File: config.mk
export PLATFORM = sky130hd
export DESIGN_NAME = alu_writeback
export DESIGN_NICKNAME = d
export VERILOG_FILES = /design/src/rtl/alu_writeback_pkg.sv /design/src/rtl/alu_writeback_cond.sv /design/src/rtl/alu_writeback.sv
export SDC_FILE = /design/constraint.sdc
export NUM_CORES = 1
export LEC_CHECK = 0
export CAP_MARGIN = 20
export CELL_PAD_IN_SITES_DETAIL_PLACEMENT = 1
export CELL_PAD_IN_SITES_GLOBAL_PLACEMENT = 1
export CORE_MARGIN = 10
export CORE_UTILIZATION = 33
export DETAILED_ROUTE_END_ITERATION = 16
export PLACE_DENSITY = 0.91
export REMOVE_ABC_BUFFERS = 1
export SYNTH_ARGS = -nofsm -noshare
export SYNTH_HDL_FRONTEND = slang
export SYNTH_SLANG_ARGS = --single-unit
File: constraint.sdc
create_clock -name clk -period 4.5 [get_ports clk]
set_clock_uncertainty 0.2 [all_clocks]
set_input_delay 0.9 -clock clk [delete_from_list [all_inputs] [get_ports clk]]
set_output_delay 0.9 -clock clk [all_outputs]
set_load 0.02 [all_outputs]
File: src/rtl/alu_writeback_pkg.sv
// rtl/alu_writeback_pkg.sv - shared opcodes, condition codes and PSR layout for ALU writeback
package alu_writeback_pkg;

  localparam logic [3:0] OP_NOP = 4'b0000;
  localparam logic [3:0] OP_SUB = 4'b0001;
  localparam logic [3:0] OP_CMP = 4'b0010;
  localparam logic [3:0] OP_AND = 4'b0011;
  localparam logic [3:0] OP_OR  = 4'b0100;
  localparam logic [3:0] OP_XOR = 4'b0101;
  localparam logic [3:0] OP_ADD = 4'b1000;

  localparam logic [3:0] CC_Z  = 4'b0000;
  localparam logic [3:0] CC_NZ = 4'b0001;
  localparam logic [3:0] CC_C  = 4'b0010;
  localparam logic [3:0] CC_NC = 4'b0011;
  localparam logic [3:0] CC_L  = 4'b0100;
  localparam logic [3:0] CC_NL = 4'b0101;
  localparam logic [3:0] CC_F  = 4'b0110;
  localparam logic [3:0] CC_NF = 4'b0111;
  localparam logic [3:0] CC_N  = 4'b1000;
  localparam logic [3:0] CC_NN = 4'b1001;
  localparam logic [3:0] CC_AL = 4'b1110;

  localparam int PSR_C = 0;
  localparam int PSR_L = 1;
  localparam int PSR_F = 2;
  localparam int PSR_Z = 3;
  localparam int PSR_N = 4;

  typedef enum logic [1:0] {
    WB_NONE,
    WB_MEM,
    WB_BUF,
    WB_ALU
  } wb_src_t;

  // Arithmetic ops own C/F, compare owns L/Z/N; everything else leaves the PSR alone.
  function automatic logic [4:0] psr_update(input logic [4:0] psr, input logic [3:0] op,
                                            input logic c, input logic l, input logic f,
                                            input logic z, input logic n);
    logic [4:0] p;
    p = psr;
    case (op)
      OP_SUB, OP_ADD: begin
        p[PSR_C] = c;
        p[PSR_F] = f;
      end
      OP_CMP: begin
        p[PSR_L] = l;
        p[PSR_Z] = z;
        p[PSR_N] = n;
      end
      default: ;
    endcase
    return p;
  endfunction

endpackage

File: src/rtl/alu_writeback_cond.sv
// rtl/alu_writeback_cond.sv - combinational branch-condition decoder over the PSR
module alu_cond_eval
  import alu_writeback_pkg::*;
(
  input  logic [4:0] psr,
  input  logic [3:0] cond,
  output logic       cond_true
);

  always_comb begin
    cond_true = 1'b0;
    case (cond)
      CC_Z:    cond_true =  psr[PSR_Z];
      CC_NZ:   cond_true = !psr[PSR_Z];
      CC_C:    cond_true =  psr[PSR_C];
      CC_NC:   cond_true = !psr[PSR_C];
      CC_L:    cond_true =  psr[PSR_L];
      CC_NL:   cond_true = !psr[PSR_L];
      CC_F:    cond_true =  psr[PSR_F];
      CC_NF:   cond_true = !psr[PSR_F];
      CC_N:    cond_true =  psr[PSR_N];
      CC_NN:   cond_true = !psr[PSR_N];
      CC_AL:   cond_true = 1'b1;
      default: cond_true = 1'b0;
    endcase
  end

endmodule

File: src/rtl/alu_writeback.sv
// rtl/alu_writeback.sv - ALU result writeback with PSR update, load-priority write port and holding buffer
module alu_writeback
  import alu_writeback_pkg::*;
#(
  parameter int DATA_W = 16,
  parameter int REG_AW = 4
) (
  input  logic              clk,
  input  logic              reset,
  input  logic              in_valid,
  output logic              in_ready,
  input  logic [DATA_W-1:0] in_result,
  input  logic [3:0]        in_aluControl,
  input  logic              in_C,
  input  logic              in_L,
  input  logic              in_F,
  input  logic              in_Z,
  input  logic              in_N,
  input  logic              in_wr,
  input  logic [REG_AW-1:0] in_rd,
  input  logic              mem_valid,
  input  logic [REG_AW-1:0] mem_rd,
  input  logic [DATA_W-1:0] mem_data,
  output logic              rf_we,
  output logic [REG_AW-1:0] rf_waddr,
  output logic [DATA_W-1:0] rf_wdata,
  output logic [4:0]        psr,
  input  logic [3:0]        cond,
  output logic              cond_true
);

  logic              buf_valid;
  logic [REG_AW-1:0] buf_rd;
  logic [DATA_W-1:0] buf_data;
  logic              accept;
  logic              alu_write;
  logic              load_buf;
  wb_src_t           src;

  // A full buffer can only be blocked by a load; otherwise it drains this cycle.
  assign in_ready  = !buf_valid || !mem_valid;
  assign accept    = in_valid && in_ready;
  assign alu_write = accept && in_wr && (in_aluControl != OP_CMP);

  always_comb begin
    src = WB_NONE;
    if (mem_valid)      src = WB_MEM;
    else if (buf_valid) src = WB_BUF;
    else if (alu_write) src = WB_ALU;
  end

  assign load_buf = alu_write && (src != WB_ALU);

  always_ff @(posedge clk) begin
    if (!reset) begin
      rf_we     <= 1'b0;
      rf_waddr  <= '0;
      rf_wdata  <= '0;
      psr       <= '0;
      buf_valid <= 1'b0;
      buf_rd    <= '0;
      buf_data  <= '0;
    end else begin
      case (src)
        WB_MEM: begin
          rf_we    <= 1'b1;
          rf_waddr <= mem_rd;
          rf_wdata <= mem_data;
        end
        WB_BUF: begin
          rf_we    <= 1'b1;
          rf_waddr <= buf_rd;
          rf_wdata <= buf_data;
        end
        WB_ALU: begin
          rf_we    <= 1'b1;
          rf_waddr <= in_rd;
          rf_wdata <= in_result;
        end
        default: rf_we <= 1'b0;
      endcase

      if (accept)
        psr <= psr_update(psr, in_aluControl, in_C, in_L, in_F, in_Z, in_N);

      // Drain and reload may coincide; the reload wins so ordering is kept.
      if (load_buf) begin
        buf_valid <= 1'b1;
        buf_rd    <= in_rd;
        buf_data  <= in_result;
      end else if (src == WB_BUF) begin
        buf_valid <= 1'b0;
      end
    end
  end

  alu_cond_eval u_cond (
    .psr       (psr),
    .cond      (cond),
    .cond_true (cond_true)
  );

endmodule
After elaboration in Yosys (flattened, before gate mapping)
Index checks and enable logic that the tools add are counted.
{"block": "totals", "reg_bits": 47, "out_inout_bits": 28}
{"block": "classes", "eq_ne": 18, "mux": 9, "n_reduce_logical": 19}
{"operator": "$pmux W16 S3", "count": 1}
{"operator": "$eq A4 B3 Y1 const B", "count": 4}
{"operator": "$eq A4 B4 Y1 const B", "count": 4}
{"operator": "$eq A4 B2 Y1 const B", "count": 3}
{"operator": "$pmux W4 S3", "count": 1}
{"operator": "$pmux W1 S11", "count": 1}
{"operator": "$eq A4 B1 Y1 const B", "count": 2}
{"operator": "$logic_not A1 Y1", "count": 7}
{"operator": "$mux W2", "count": 3}
{"operator": "$eq A2 B2 Y1 const B", "count": 2}
{"operator": "$logic_and A1 B1 Y1", "count": 4}
{"operator": "$logic_not A4 Y1", "count": 1}
{"operator": "$ne A4 B2 Y1 const B", "count": 1}
{"operator": "$reduce_and A2 Y1", "count": 2}
{"operator": "$mux W1", "count": 3}
{"operator": "$reduce_bool A3 Y1", "count": 1}
{"operator": "$reduce_or A3 Y1", "count": 1}
{"operator": "$eq A2 B1 Y1 const B", "count": 1}
{"operator": "$ne A2 B2 Y1 const B", "count": 1}
{"operator": "$reduce_bool A2 Y1", "count": 1}
{"operator": "$reduce_or A2 Y1", "count": 1}
{"operator": "$logic_or A1 B1 Y1", "count": 1}

Logic depth before layout (Yosys ltp)
Gate-level depths: netlist (run 1).
{"block": "logic_depth", "ltp_word": 11, "mapped_depth": 6}

Modules after synthesis
A second synthesis (run 1) with hierarchy kept.
{"block": "unflattened", "cells_unflattened": 284, "area_unflattened_um2": 2431.1}
{"module": "alu_writeback", "n_inst": 1, "cells_each": 272, "area_per_inst_um2": 2347.3}
{"module": "alu_cond_eval", "n_inst": 1, "cells_each": 12, "area_per_inst_um2": 83.8}

Worst setup path after synthesis (run 1)
No wires, ideal clock.
{"block": "synth_path", "path_type": "input to output", "startpoint": "input cond[2]", "endpoint": "output cond_true", "t_arrival_ns": 1.547, "t_required_ns": 3.400, "slack_ns": 1.853, "path_stages": 4, "n_path_buf": 0, "path_cell_list": "mux2i_1 -> xnor2_1 -> o21a_1 -> o21a_1"}
{"block": "synth_between", "elab_chain_cells": 2}
{"element": "start: declaration", "line": "alu_writeback.sv:28", "source": "input logic [3:0] cond,"}
{"element": "$eq A4 B4 Y1 (tied with other cells)", "line": "alu_writeback_cond.sv:12", "source": "case (cond)"}
{"element": "$pmux W1 S11 (*)", "line": "alu_writeback_cond.sv:12"}
{"element": "end: declaration", "line": "alu_writeback.sv:29", "source": "output logic cond_true"}
Mark *: on every way between the ends. The rest lies on a longest branch, timed or not.

Final worst setup path (run 1)
Same ends and word-level chain as after synthesis.

==> summary.txt, run 1 <==
Yosys
  • Distinct cells, synth: 27
  • Seq/Total Area, Yosys: 0.4098
  • Syn avg cell area: 7.335 um2
  • Yosys warnings: 0
  • FF+latch count, synth: 47
  • Mapped Area: between 0.002 and 0.0025 mm2
  • Gate Count Post-Synth: between 300 and 400
  • Ys async rst share: 0
  • Most used flip-flop cell after synthesis: dfxtp_1
  • EDFF count, synth: 0

Floorplan
  • IO Pins: between 80 and 90
  • Die area: 0.01069 mm2
  • Rows: 30
  • Die H: between 100 and 150 um
  • Initial core utilization: 0.3379
  • Die extent in x: between 100 and 150 um
  • CORE AREA: roughly 0.0068 mm2

Clocking
  • CTS clk-pin slew, worst paths: approximately 0.09 ns
  • Maximum clock insertion buffer count: 2
  • Sink Count: 47
  • Clock root cell: clkbuf_8
  • Htree depth: 2
  • CTS tree: built
  • Total CTS buffers: 5
  • Worst-skew pair later-pin latency: approximately 0.29 ns
  • Hold_buf cts: 0
  • Post-CTS setup repair buffer count: 0
  • Post-CTS sizing: 0

Routing
  • WL final: just under 8 mm
  • Vias per cell: between 4 and 5
  • Drt drc: 0
  • DR WL/cell: ~16 um
  • Post-route ant nets: 0
  • Number of detailed-route iterations in the first pass: 4
  • Via Count: about 2.4k
  • Iteration-0 DRC Markers: 74

Final layout
  • Area grow syn2layout: 42.89%
  • Share of cells above drive strength 1: 0.04922
  • Non-Filler Instances: around 480
  • Antenna cells: 0
  • Most common cell after layout, fill and taps aside: nand2_1
  • Most frequent cells in the layout: nand2_1 (105), clkdlybuf4s50_1 (84), dfxtp_1 (47), o21ai_0 (36), nor2b_1 (23)
  • Fin nets: between 400 and 500

GRT
  • Total Routing Usage GR: 0.1455
  • First-pass GRT wire length: approximately 13 mm
  • Vias in the first global route: about 2.6k
  • Global Route met1 Usage: 0.1654
  • Met3 Use GR: 0.03854
  • Busiest layer in global routing: met2
  • Met2 usage: 0.2646
  • Largest net degree at the start of global routing: 70
  • Antenna violations before repair: 0
  • GRT overflow: 0

Timing
  • Setup TNS Final: 0 ns
  • Fmax: approximately 0.26 GHz
  • Setup violators final: 0
  • Unrepaired setup endpoints after global routing: false
  • Slack of the critical path: 0.6790 ns
  • Final worst path period share: 0.8491
  • Max-slew headroom: 0.3476
  • Final hold vios: 0
  • Worst hold slack: 0.2560 ns
  • Final worst path period need: between 3 and 4 ns
  • Worst slew pin tran: between 0.9 and 1 ns
  • Pins over their slew limit: 0

Power
  • Leakage power: ~1.2 nW
  • Pwr/cell area: approximately 280 mW/mm2
  • Total power: 0.0009084 W
  • Worst VDD drop: roughly 0.12 mV

Placement
  • Placed Cells: approximately 470
  • Post-place setup slack: between 0.6 and 0.7 ns
  • IO Port Bufs: 85
  • DP HPWL: roughly 5.7 mm
  • GP Congestion: between 0.7 and 0.8

Flow run
  • MaxCap Viol Count: 0

Setup path
  • Crit-path max FO: 5
  • CP startpoint kind: input pin
  • Critical Path Sink Type: output pin
  • Critical path type: input pin to output pin
  • Data required time of the worst path: 3.40 ns
  • Arrival time of the worst setup path: 2.72 ns

Min path
  • Hold Path Class: register to register

Outcome
  • Outcome: finished clean
cell families after synthesis:
kind of cell | count (synthesis) | share of synthesized area
AND/OR/NAND/NOR | 156 | 0.3057
flip-flops | 47 | 0.4098
multiplexers | 5 | 0.02180
buffers and inverters | 27 | 0.05994
XOR/XNOR | 4 | 0.01526
AO/OA/AOI/OAI | 74 | 0.1875
worst max-delay path, stage by stage:
cell and delay [ns]:
clkdlybuf4s50_1 0.58, mux2i_1 0.23, a22oi_1 0.10, o211ai_1 0.17
o21a_1 0.14, clkdlybuf4s50_1 0.60
metrics by stage:
stage,instance area (um2),util
after floorplan,2166,-
after global placement,3161,0.4652
after detailed placement,3161,0.4652
after CTS,3249,0.4783
after global routing,3281,0.4829
final,3281,0.4829
area by class of cell:
cell class	instances	area, um2
Timing Repair Buffer	90	899.6
Tap cell	96	120.1
Multi-Input combinational cell	239	1224
Clock buffer	5	68.82
Sequential cell	47	940.9
Fill cell	859	3513
Clock inverter	3	20.02
Inverter	2	7.507
cells in the mapped netlist, types with 2 or more instances:
master	number	area share
clkbuf_1	14	0.023
xnor2_1	4	0.015
o21a_1	2	0.0065
a21boi_0	2	0.0065
buf_4	4	0.013
nand3_1	22	0.048
inv_1	2	0.0033
mux2i_1	5	0.022
nor2b_1	23	0.063
o21ai_0	36	0.078
buf_2	4	0.0087
a31oi_1	20	0.054
o211ai_1	2	0.0065
o21ai_1	8	0.017
nor2_1	2	0.0033
dfxtp_1	47	0.41
nand2_1	105	0.17
buf_6	2	0.0098
flip-flops by register name (all words and copies together) (netlist names):
name,count
rf_wdata,16
rf_waddr,4
buf_rd,4
rf_we,1
buf_valid,1
buf_data,16
psr,5
routing by layer:
metal,vias to the layer above,wire length [um]
li1,1187,-
met1,1132,3315
met2,72,3795
met3,7,527
met4,0,52
met5,-,0
report_power, final:
part / internal (W) / total (W) / switching (W)
registers: 0.000438 / 0.000450 / 0.0000119
logic: 0.000103 / 0.000206 / 0.000103
clock network: 0.000108 / 0.000252 / 0.000144
final timing paths:
check                   start            to  slack [ns]  cells after the start
hold reg to reg   buf_data[0]   buf_data[0]        0.26                      2
hold / removal    buf_data[0]   buf_data[0]        0.26                      2
setup / recovery      cond[2]     cond_true        0.68                      6
setup reg to reg    buf_valid  buf_data[11]        2.63                      6
Power figures use the tool's default switching activity.
==> run 2, diff against run 1 <==
CORE_UTILIZATION = 28   (was 33)
PLACE_DENSITY = 0.83   (was 0.91)
clock period = 3.15 ns   (was 4.5 ns; I/O delays follow)
==> summary.txt, run 2 (same netlist as run 1, synthesis figures left out) <==
Outcome
  • Outcome: finished clean

Routing
  • WL final: ~8 mm
  • Post-route ant nets: 0
  • Number of detailed-route iterations in the first pass: 4
  • Drt drc: 0
  • Via Count: between 2k and 2.5k
  • DR WL/cell: about 16 um
  • Iteration-0 DRC Markers: 56
  • Vias per cell: 4.856

Min path
  • Hold Path Class: register to register

Setup path
  • Flop2flop setup slack: around 1.3 ns
  • Critical Path Sink Type: output pin
  • R2R Path End: rf_wdata[5]
  • R2r worst-path depth: 3
  • Reg2reg start: buf_valid
  • Critical path type: input pin to output pin
  • Crit-path max FO: 3
  • Crit path capture: cond_true
  • Data required time of the worst path: around 2.3 ns
  • Arrival time of the worst setup path: approximately 2.2 ns
  • CP startpoint kind: input pin
  • Setup crit start: cond[2]

Clocking
  • Post-CTS sizing: 1
  • Hold_buf cts: 0
  • Maximum clock insertion buffer count: 2
  • Total CTS buffers: 5
  • Clock root cell: clkbuf_8
  • Htree depth: 2
  • CTS tree: built
  • CTS clk-pin slew, worst paths: roughly 0.090 ns
  • Sink Count: 47
  • Worst-skew pair later-pin latency: approximately 0.30 ns
  • Post-CTS setup repair buffer count: 0

Floorplan
  • Die extent in x: between 100 and 150 um
  • IO Pins: 86
  • CORE AREA: around 0.0078 mm2
  • Initial core utilization: 0.2926
  • Die H: 110.6 um
  • Rows: 32
  • Die area: ~0.012 mm2

Placement
  • GP Congestion: 0.8514
  • DP HPWL: 5.837 mm
  • IO Port Bufs: 85
  • Placed Cells: 483

Power
  • Worst VDD drop: between 0.15 and 0.2 mV
  • Leakage power: ~1.2 nW
  • Pwr/cell area: ~400 mW/mm2

Timing
  • Setup violators final: 0
  • Fmax: approximately 0.33 GHz
  • Unrepaired setup endpoints after global routing: false
  • Max-slew headroom: 0.3204
  • Worst slew pin tran: 1.018 ns
  • Final worst path period need: 2.995 ns
  • Worst hold slack: ~0.26 ns
  • Final worst path period share: 0.9509
  • Pins over their slew limit: 0
  • Setup TNS Final: 0 ns
  • Final hold vios: 0

GRT
  • Total Routing Usage GR: 0.1243
  • Vias in the first global route: ~2.6k
  • Largest net degree at the start of global routing: 43
  • GRT overflow: 0
  • First-pass GRT wire length: approximately 13 mm
  • Antenna violations before repair: 0

Final layout
  • Final core utilization: 0.4209
  • Area grow syn2layout: 43.87%
  • Most frequent cells in the layout: nand2_1 (105), clkdlybuf4s50_1 (82), dfxtp_1 (47), o21ai_0 (36), nor2b_1 (23)
  • Most common cell after layout, fill and taps aside: nand2_1
  • Share of cells above drive strength 1: 0.05897
  • Fin nets: 447
  • Biggest regs: buf_data: 16 flops, rf_wdata: 16 flops, psr: 5 flops
  • Antenna cells: 0
  • Non-Filler Instances: slightly below 500

Flow run
  • MaxCap Viol Count: 0
==> run 2: cell count changes in the layout (fill, tap and decap cells not counted), sizes merged <==
cell	change
buf	+5
clkbuf	+1
clkdlybuf4s50	-2
clkinv	-1
clkinvlp	-1
dlygate4sd2	+1
inv	+1
==> run 2: layout make-up <==
cell class	instances	area (um2)
clock buffer	6	72.57
clock inverter	2	16.27
fill	968	4544
inverter	2	7.507
multi-input combinational	239	1224
sequential	47	940.9
tap	102	127.6
timing repair buffer	94	914.6
==> run 2: critical path, cell delays in order <==
cell,delay [ns]
clkdlybuf4s50_1,0.53
mux2i_1,0.25
xnor2_1,0.09
o21a_1,0.18
o21a_1,0.16
dlygate4sd2_1,0.31
==> run 2: how the worst min path moves through the flow <==
stage               cells past startpoint          end         from  slack [ns]
finish                                  2  buf_data[2]  buf_data[2]        0.26
detailed placement                      2  buf_data[4]  buf_data[4]        0.25
CTS                                     2  buf_data[5]  buf_data[5]        0.26
global route                            2  buf_data[9]  buf_data[9]        0.28
global placement                        2  buf_data[2]  buf_data[2]        0.24
floorplan                               2  buf_data[0]  buf_data[0]        0.23
==> run 2: metrics by stage <==
step	instance area, um2	total power (W)	setup slack [ns]
CTS	3288	0.001330	0.1291
detailed placement	3201	0.0009537	-0.1084
global placement	3201	0.0009432	-0.04391
finish	3303	0.001310	0.1545
floorplan	2166	0.0007699	0.9513
global route	3303	0.001392	0.06875
==> run 2: layer usage <==
metal / vias to the layer above / GRT usage / part of all wire
li1: 1196 / - / -
met1: 1121 / 0.1563 / 0.48
met2: 68 / 0.2062 / 0.46
met3: 4 / 0.03674 / 0.047
met4: 0 / 0.02073 / 0.0037
met5: - / 0 / 0
==> run 2: where the power goes <==
| group | switching [W] | internal [W] |
|---|---|---|
| Combinational | 0.000146 | 0.000148 |
| Clock | 0.000214 | 0.000160 |
| Sequential | 0.0000167 | 0.000626 |
==> run 3, diff against run 2 <==
CORE_ASPECT_RATIO = 2   (was not set)
==> summary.txt, run 3 (same netlist as run 1, synthesis figures left out) <==
Min path
  • Worst Hold Endpoint: buf_data[2]
  • Hold_sp: buf_data[2]
  • Hold Path Class: register to register
  • Hold path depth: 2

Final layout
  • Fin nets: between 400 and 500
  • Final Cell Area: 0.003368 mm2
  • Most common cell after layout, fill and taps aside: nand2_1
  • Area grow syn2layout: 46.70%
  • Most frequent cells in the layout: nand2_1 (105), clkdlybuf4s50_1 (83), dfxtp_1 (47), o21ai_0 (36), nor2b_1 (23)
  • Biggest regs: buf_data: 16 flops, rf_wdata: 16 flops, psr: 5 flops
  • Share of cells above drive strength 1: 0.05882
  • Antenna cells: 0

GRT
  • GRT overflow: 0
  • First-pass GRT wire length: between 10 and 15 mm
  • Total Routing Usage GR: 0.1337
  • Antenna violations before repair: 0
  • Largest net degree at the start of global routing: 70
  • Vias in the first global route: between 2k and 3k

Power
  • Pwr/cell area: 445.9 mW/mm2
  • Worst VDD drop: 0.2269 mV
  • Leakage power: 1.279 nW

Clocking
  • Worst-skew pair later-pin latency: 0.29 ns
  • CTS tree: built
  • Htree depth: 2
  • CTS clk-pin slew, worst paths: roughly 0.06 ns
  • Hold_buf cts: 0
  • Total CTS buffers: 5
  • Sink Count: 47
  • Maximum clock insertion buffer count: 2
  • Clock root cell: clkbuf_16

Timing
  • Pins over their slew limit: 0
  • Final worst path period share: 0.9519
  • Slack of the critical path: roughly 0.15 ns
  • Fmax: between 0.3 and 0.4 GHz
  • Max-slew headroom: 0.5488
  • Final worst path period need: 2.999 ns
  • Worst slew pin tran: between 0.6 and 0.7 ns
  • Final hold vios: 0
  • Unrepaired setup endpoints after global routing: false
  • Setup violators final: 0

Floorplan
  • CORE AREA: a little under 0.008 mm2
  • Initial core utilization: 0.2891
  • Die area: between 0.01 and 0.015 mm2
  • Die H: 148.1 um
  • Die extent in x: roughly 84 um
  • IO Pins: 86
  • Rows: 46

Setup path
  • Critical path type: input pin to output pin
  • Crit path top cell by count: o21a_1
  • R2r worst-path depth: 6
  • CP max stage delay: ~0.53 ns
  • Critical Path, Cell by Cell: clkdlybuf4s50_1, mux2i_1, xnor2_1, o21a_1, o21a_1, dlygate4sd2_1
  • Crit-path max FO: 3
  • Arrival time of the worst setup path: 2.17 ns
  • CP startpoint kind: input pin
  • R2R Path End: buf_rd[3]
  • Setup crit start: cond[2]
  • Slowest-stage cell, CP: clkdlybuf4s50_1
  • Data required time of the worst path: roughly 2.3 ns
  • Worst Path Buf+Inv: 2
  • Reg2reg start: buf_valid
  • Critical Path Sink Type: output pin
  • Flop2flop setup slack: between 1 and 1.5 ns
  • Cell family with most CP delay: buffers and inverters

Placement
  • DP HPWL: about 6.2 mm
  • DP Area: approximately 0.0032 mm2
  • Post-place setup slack: -0.09998 ns
  • IO Port Bufs: 85
  • GP Congestion: about 0.74

Routing
  • WL met2: around 4.6 mm
  • Drt drc: 0
  • Vias per cell: 5.012
  • Iteration-0 DRC Markers: between 90 and 100
  • WL final: around 8.3 mm
  • WL met1: approximately 3.1 mm
  • Via Count: approximately 2.4k
  • Number of detailed-route iterations in the first pass: 4
  • DR WL/cell: between 15 and 20 um
  • Routed length on met3: about 370 um
  • Max layer used: met4
  • Post-route ant nets: 0

Outcome
  • Outcome: finished clean

Flow run
  • MaxCap Viol Count: 0
## run 3: cell count changes in the layout (fill, tap and decap cells not counted), sizes merged
| cell | change |
|---|---|
| clkinvlp | -1 |
| clkbuf | +2 |
| inv | -1 |
| clkdlybuf4s50 | +1 |
## run 3: metal layers
metal,global-route usage,vias up
met5,0,-
met4,0.06734,0
met3,0.03063,16
met2,0.2573,60
met1,0.1258,1168
li1,-,1197
## run 3: per-stage QoR
step | util | hold slack [ns] | std cells | power (W) | setup TNS (ns)
6_report | 0.4241 | 0.2534 | 487 | 0.001502 | 0
3_5_place_dp | 0.4045 | 0.2461 | 479 | 0.0009596 | -0.09998
2_1_floorplan | - | 0.2288 | 288 | 0.0007699 | 0
3_3_place_gp | 0.4045 | 0.2354 | 479 | 0.0009487 | -0.04231
4_1_cts | 0.4241 | 0.2552 | 487 | 0.001523 | 0
5_1_grt | 0.4241 | 0.2814 | 487 | 0.001577 | 0
## run 3: tightest hold or removal path, cell delays in order (launching register included)
cell     delay (ns)
dfxtp_1        0.31
nand2_1        0.05
o21ai_1        0.05
## run 3: power breakdown
part | switching, W | leakage, nW | internal [W]
Clock | 0.000222 | 0.0772 | 0.000338
Sequential | 0.0000166 | 0.385 | 0.000626
Combinational | 0.000150 | 0.817 | 0.000149
Total | 0.000388 | 1.28 | 0.00111
## run 3: how the worst max path moves through the flow
stage | end | slack, ns | cells past startpoint
2_1_floorplan | buf_valid | 0.95 | 4
3_3_place_gp | cond_true | -0.04 | 6
3_5_place_dp | cond_true | -0.1 | 6
4_1_cts | cond_true | 0.13 | 6
5_1_grt | cond_true | 0.05 | 6
6_report | cond_true | 0.15 | 6
## run 3: final cells by class
| cell class | instances | area, um2 |
|---|---|---|
| clock buffer | 8 | 156.4 |
| multi-input combinational | 239 | 1224 |
| tap | 96 | 120.1 |
| fill | 1000 | 4574 |
| timing repair buffer | 95 | 919.6 |
| inverter | 2 | 7.507 |
| sequential | 47 | 940.9 |
## run 3: what timing repair did
action,4_1_cts,5_1_grt
setup buffers,0,0
resized for setup,1,0
setup endpoints to repair,1,0
==> RTL edit 1 (settings of run 2) <==
The parameter `DATA_W` goes from 16 to 24.
--- a/src/rtl/alu_writeback.sv
+++ b/src/rtl/alu_writeback.sv
@@ -2,7 +2,7 @@
 module alu_writeback
   import alu_writeback_pkg::*;
 #(
-  parameter int DATA_W = 16,
+  parameter int DATA_W = 24,
   parameter int REG_AW = 4
 ) (
   input  logic              clk,
Interface: changed (resized in_result, mem_data and rf_wdata); port bits go from 86 to 110. The function was not compared with the original's and may differ.
==> RTL edit 1 against run 2 <==
  * Area after synthesis increased by 37%
  * Wire length increased by 38%
  * Design area increased by 40%
  * Worst setup slack improved by 16 ps
  * Sequential cell count increased by 16
  * Utilization increased by 0.24 points
  * Count of clock-buffer cells in the layout increased by 5
  * Power increased by 77%
  * Maximum frequency increased by 0.53%
  * Critical path type unchanged
  * Critical endpoint unchanged
==> RTL edit 1: results <==
[route]
number_of_detailed_route_iterations_in_the_first_pass = 4
wl_per_cell_um = 16.38
drt-initial-drc-count = 149
detail_route.vias_per_cell = 4.878

[synthesis]
synthDistinctLibCells = 29
ys.flop_type = "sky130_fd_sc_hd__dfxtp_1"
synth.avg_cell_area_sq_um = 7.501
synth-warning-count = 0
synth_sequential_area_ratio = 0.4003
synth_area_leaders = "sky130_fd_sc_hd__dfxtp_1, sky130_fd_sc_hd__nand2_1, sky130_fd_sc_hd__nand3_2"
ys_top_cells_by_count = "sky130_fd_sc_hd__nand2_1, sky130_fd_sc_hd__dfxtp_1, sky130_fd_sc_hd__nand3_1"

[power]
vdd_drop_max_mv = 0.2808
total_leakage_power_nw = 1.878

[place]
dp_hpwl_um = 7791
dp.cells = 643
numPortBuffers = 109
finalWeightedCongestion = 0.6903

[layout]
design.final.nets = 588
fillers = 1334
layout-drive-gt1-share = 0.09653
insertedDiodeCount = 0
biggestRegsByFlops = "buf_data: 24 flops, rf_wdata: 24 flops, psr: 5 flops"
finalNonFillerCells = 658

[outcome]
run_status = "finished clean"

[hold_path]
worstHoldPathType = "flop to flop"

[worst_setup_path]
arrival_ps = 2150
crit_fanout = 3

[clocking]
insertion_delay_ps = 320
clockBufferDepth = 2
cts_max_level = 3
cts.clk_slew.worst_paths_ps = 50
cts_made_buffers = 9
ctsRootBufferMaster = "sky130_fd_sc_hd__clkbuf_16"

[grt]
grt_pass1_wl_um = 17820
global_route.usage.total = 0.1337
vias_in_the_first_global_route = 3545
maximum_number_of_pins_on_one_net_before_global_route_repair = 54

[timing]
slew_headroom = 0.4163
==> RTL edit 1: changes by cell type in the layout (fill, tap and decap cells not counted), moves of 9 or more <==
| cell | run 2 | this run |
|---|---|---|
| sky130_fd_sc_hd__nand3_2 | 0 | 21 |
| sky130_fd_sc_hd__dfxtp_1 | 47 | 63 |
| sky130_fd_sc_hd__nand2_1 | 105 | 144 |
| sky130_fd_sc_hd__clkdlybuf4s50_1 | 82 | 106 |
| sky130_fd_sc_hd__clkbuf_16 | 0 | 9 |
| sky130_fd_sc_hd__nand3_1 | 22 | 38 |
==> RTL edit 1: worst max-delay path, stage by stage <==
cell and delay [ps]:
sky130_fd_sc_hd__clkdlybuf4s50_1 540, sky130_fd_sc_hd__mux2i_1 250, sky130_fd_sc_hd__xnor2_1 90, sky130_fd_sc_hd__o21a_1 170
sky130_fd_sc_hd__o21a_1 160, sky130_fd_sc_hd__dlygate4sd2_1 320
==> RTL edit 1: layer usage <==
metal / part of all wire / GRT usage / vias up
li1: - / - / 1592
met1: 0.44 / 0.1543 / 1543
met2: 0.51 / 0.2406 / 68
met3: 0.038 / 0.03104 / 7
met4: 0.0087 / 0.03617 / 0
met5: 0 / 0 / -
==> RTL edit 1: metrics by stage <==
stage          worst slack (ps)  setup TNS, ps  utilization  cell area [sq um]  power [W]
2_1_floorplan             845.0              0            -               2950   0.001033
3_3_place_gp             -57.09         -57.09       0.3949               4318   0.001274
3_5_place_dp             -109.2         -109.2       0.3949               4318   0.001287
4_1_cts                   138.3              0       0.4233               4629   0.002362
5_1_grt                   94.32              0       0.4233               4629   0.002424
6_report                  170.3              0       0.4233               4629   0.002322
==> RTL edit 1: worst paths after layout <==
kind,slack (ps),end,cells after the start,from
setup reg to reg,840,buf_data[18],4,buf_valid
setup / recovery,170,cond_true,6,cond[2]
hold / removal,250,buf_data[13],2,buf_data[13]
hold reg to reg,250,buf_data[13],2,buf_data[13]
==> RTL edit 1: area by class of cell <==
class,instances,area share
clock buffers,11,0.05243
repair buffers,118,0.2565
multi-input cells,321,0.3649
well taps,140,0.03784
clock inverters,4,0.01514
inverters,1,0.0008108
flip-flops and latches,63,0.2724
==> RTL edit 1: cells by family (layout without fill, tap and decap cells) <==
logic type      Yosys count  after routing  synth area share
compound gates           67             67            0.1231
xor+xnor                  4              4           0.01112
buf+inv                  36            134           0.06473
flops                    63             63            0.4003
mux                       5              5           0.01589
simple gates            245            245            0.3848
==> RTL edit 1: what timing repair did <==
item                                   in CTS  in global routing
endpoints found under the hold margin       0                  0
setup endpoints to repair                   1                  0
resized for setup                           1                  0
hold buffers                                0                  0
==> RTL edit 1: power by group <==
part	switching (W)	internal (W)	leakage [nW]
clock network	0.000353	0.000707	0.155
registers	0.0000243	0.000841	0.516
logic	0.000200	0.000197	1.21
total	0.000577	0.00175	1.88
==> RTL edit 2 (config.mk and constraints of run 2) <==
Without the edit above. Reset style: asynchronous (`reset`), changed in one clocked block.
--- a/src/rtl/alu_writeback.sv
+++ b/src/rtl/alu_writeback.sv
@@ -51,7 +51,7 @@
 
   assign load_buf = alu_write && (src != WB_ALU);
 
-  always_ff @(posedge clk) begin
+  always_ff @(posedge clk or negedge reset) begin
     if (!reset) begin
       rf_we     <= 1'b0;
       rf_waddr  <= '0;
Formal check against the unedited RTL: differs if reset is asserted again (counterexample within 4 cycles, from zero or initial values and one cycle with reset low); with reset held inactive, the same outputs for 10 cycles.
==> RTL edit 2 against run 2 <==
  * Design area increased by 1.1%
  * Largest power group unchanged
  * Wire length up 4.8%
  * Power rose by 29%
  * Area after synthesis is 1.9% higher
  * Sequential cell count stayed put
  * Register-to-register slack gained 90 ps
  * Synthesized cell count is 36% lower
  * Global-route usage increased by 0.42 points
  * Count of clock-buffer cells in the layout is 1 lower
  * Worst setup slack improved by 69 ps
  * Critical path depth fell by 1
==> RTL edit 2: results <==
[outcome]
run_status = "finished clean"

[route]
wl_per_cell_um = 21.04
met3_length_um = 385
met2_wirelength_um = 4301
met1_length_um = 3435
drt-initial-drc-count = 41

[synthesis]
ys.flop_type = "sky130_fd_sc_hd__dfrtp_1"
async_reset_ff_frac = 1.000
ys_top_cells_by_count = "sky130_fd_sc_hd__dfrtp_1, sky130_fd_sc_hd__mux2_1, sky130_fd_sc_hd__a21oi_1, sky130_fd_sc_hd__a41oi_1, sky130_fd_sc_hd__o22ai_1"
synth_sequential_area_ratio = 0.5027

[worst_setup_path]
crit_fanout = 5
ff2ff_setup_slack_ps = 1340
reg_to_reg_endpoint = "buf_rd[2]"
ff2ff_path_depth = 4
cp_slowest_stage_delay_ps = 580

[grt]
global_route.usage.total = 0.1284
maximum_number_of_pins_on_one_net_before_global_route_repair = 25
vias_in_the_first_global_route = 2395
grt.met1_usage = 0.1432
grt_util_met2 = 0.2376

[layout]
layout-drive-gt1-share = 0.07774
fillers = 906

[timing]
timing_worst_slew_pin_value_ps = 792.0

[power]
power.combinational.fraction = 0.304
cell_internal_pwr_w = 0.001154
total_leakage_power_nw = 1.270
vdd_drop_max_mv = 0.2119

[place]
dp_hpwl_um = 5881
finalWeightedCongestion = 0.6953

[hold_path]
worstHoldPathType = "input pin to async pin"
-- RTL edit 2: changes by cell type after synthesis, moves of 7 or more --
| cell | run 2 | this run |
|---|---|---|
| sky130_fd_sc_hd__mux2_1 | 0 | 25 |
| sky130_fd_sc_hd__dfxtp_1 | 47 | 0 |
| sky130_fd_sc_hd__clkbuf_1 | 14 | 2 |
| sky130_fd_sc_hd__nand2_1 | 105 | 2 |
| sky130_fd_sc_hd__a41oi_1 | 0 | 20 |
| sky130_fd_sc_hd__o21ai_1 | 8 | 15 |
| sky130_fd_sc_hd__nand3_1 | 22 | 0 |
| sky130_fd_sc_hd__nor2b_1 | 23 | 0 |
| sky130_fd_sc_hd__a21oi_1 | 1 | 20 |
| sky130_fd_sc_hd__dfrtp_1 | 0 | 47 |
| sky130_fd_sc_hd__a31oi_1 | 20 | 0 |
| sky130_fd_sc_hd__o22ai_1 | 0 | 20 |
| sky130_fd_sc_hd__o21ai_0 | 36 | 5 |
-- RTL edit 2: timing repair --
item                                    4_1_cts  5_1_grt
resized for setup                             1        0
endpoints found under the setup margin        1        0
hold buffers                                  0        0
buffers inserted                              0        0
-- RTL edit 2: through the flow --
| step | total power, W | cells | area [sq um] | setup WS, ps | util |
|---|---|---|---|---|---|
| 5_1_grt | 0.001787 | 388 | 3339 | 131.2 | 0.4085 |
| 3_3_place_gp | 0.001310 | 380 | 3252 | 14.33 | 0.3978 |
| 3_5_place_dp | 0.001340 | 380 | 3252 | -16.70 | 0.3978 |
| 2_1_floorplan | 0.001038 | 182 | 2210 | -50.34 | - |
| 6_report | 0.001692 | 388 | 3339 | 223.5 | 0.4085 |
| 4_1_cts | 0.001721 | 388 | 3339 | 212.8 | 0.4085 |
-- RTL edit 2: worst min-delay path by stage --
stage               slack (ps)    startpoint           end  cells past startpoint
finish                     120         reset  buf_data[12]                      1
global route               150         reset  buf_data[12]                      1
CTS                        120         reset  buf_data[12]                      1
detailed placement         280   buf_data[9]   buf_data[9]                      1
global placement           270  buf_data[10]  buf_data[10]                      1
floorplan                  130         reset   buf_data[0]                      0
-- RTL edit 2: kinds of logic (layout without fill, tap and decap cells) --
kind of cell | Yosys count | after routing | share of synthesized area
xor+xnor | 2 | 2 | 0.007488
buf+inv | 19 | 102 | 0.05722
fa+ha+maj | 1 | 1 | 0.004278
compound gates | 83 | 83 | 0.2235
mux | 28 | 28 | 0.1332
simple gates | 20 | 20 | 0.07166
flops | 47 | 47 | 0.5027
-- RTL edit 2: cell type report --
cell class                 count  area, sq um  area share
clock buffer                   5        68.82     0.02061
inverter                       1        3.754    0.001124
tap                          105        131.4     0.03934
multi-input combinational    134         1035      0.3099
clock inverter                 3        20.02    0.005995
sequential                    47         1176      0.3522
timing repair buffer          93        904.6      0.2709
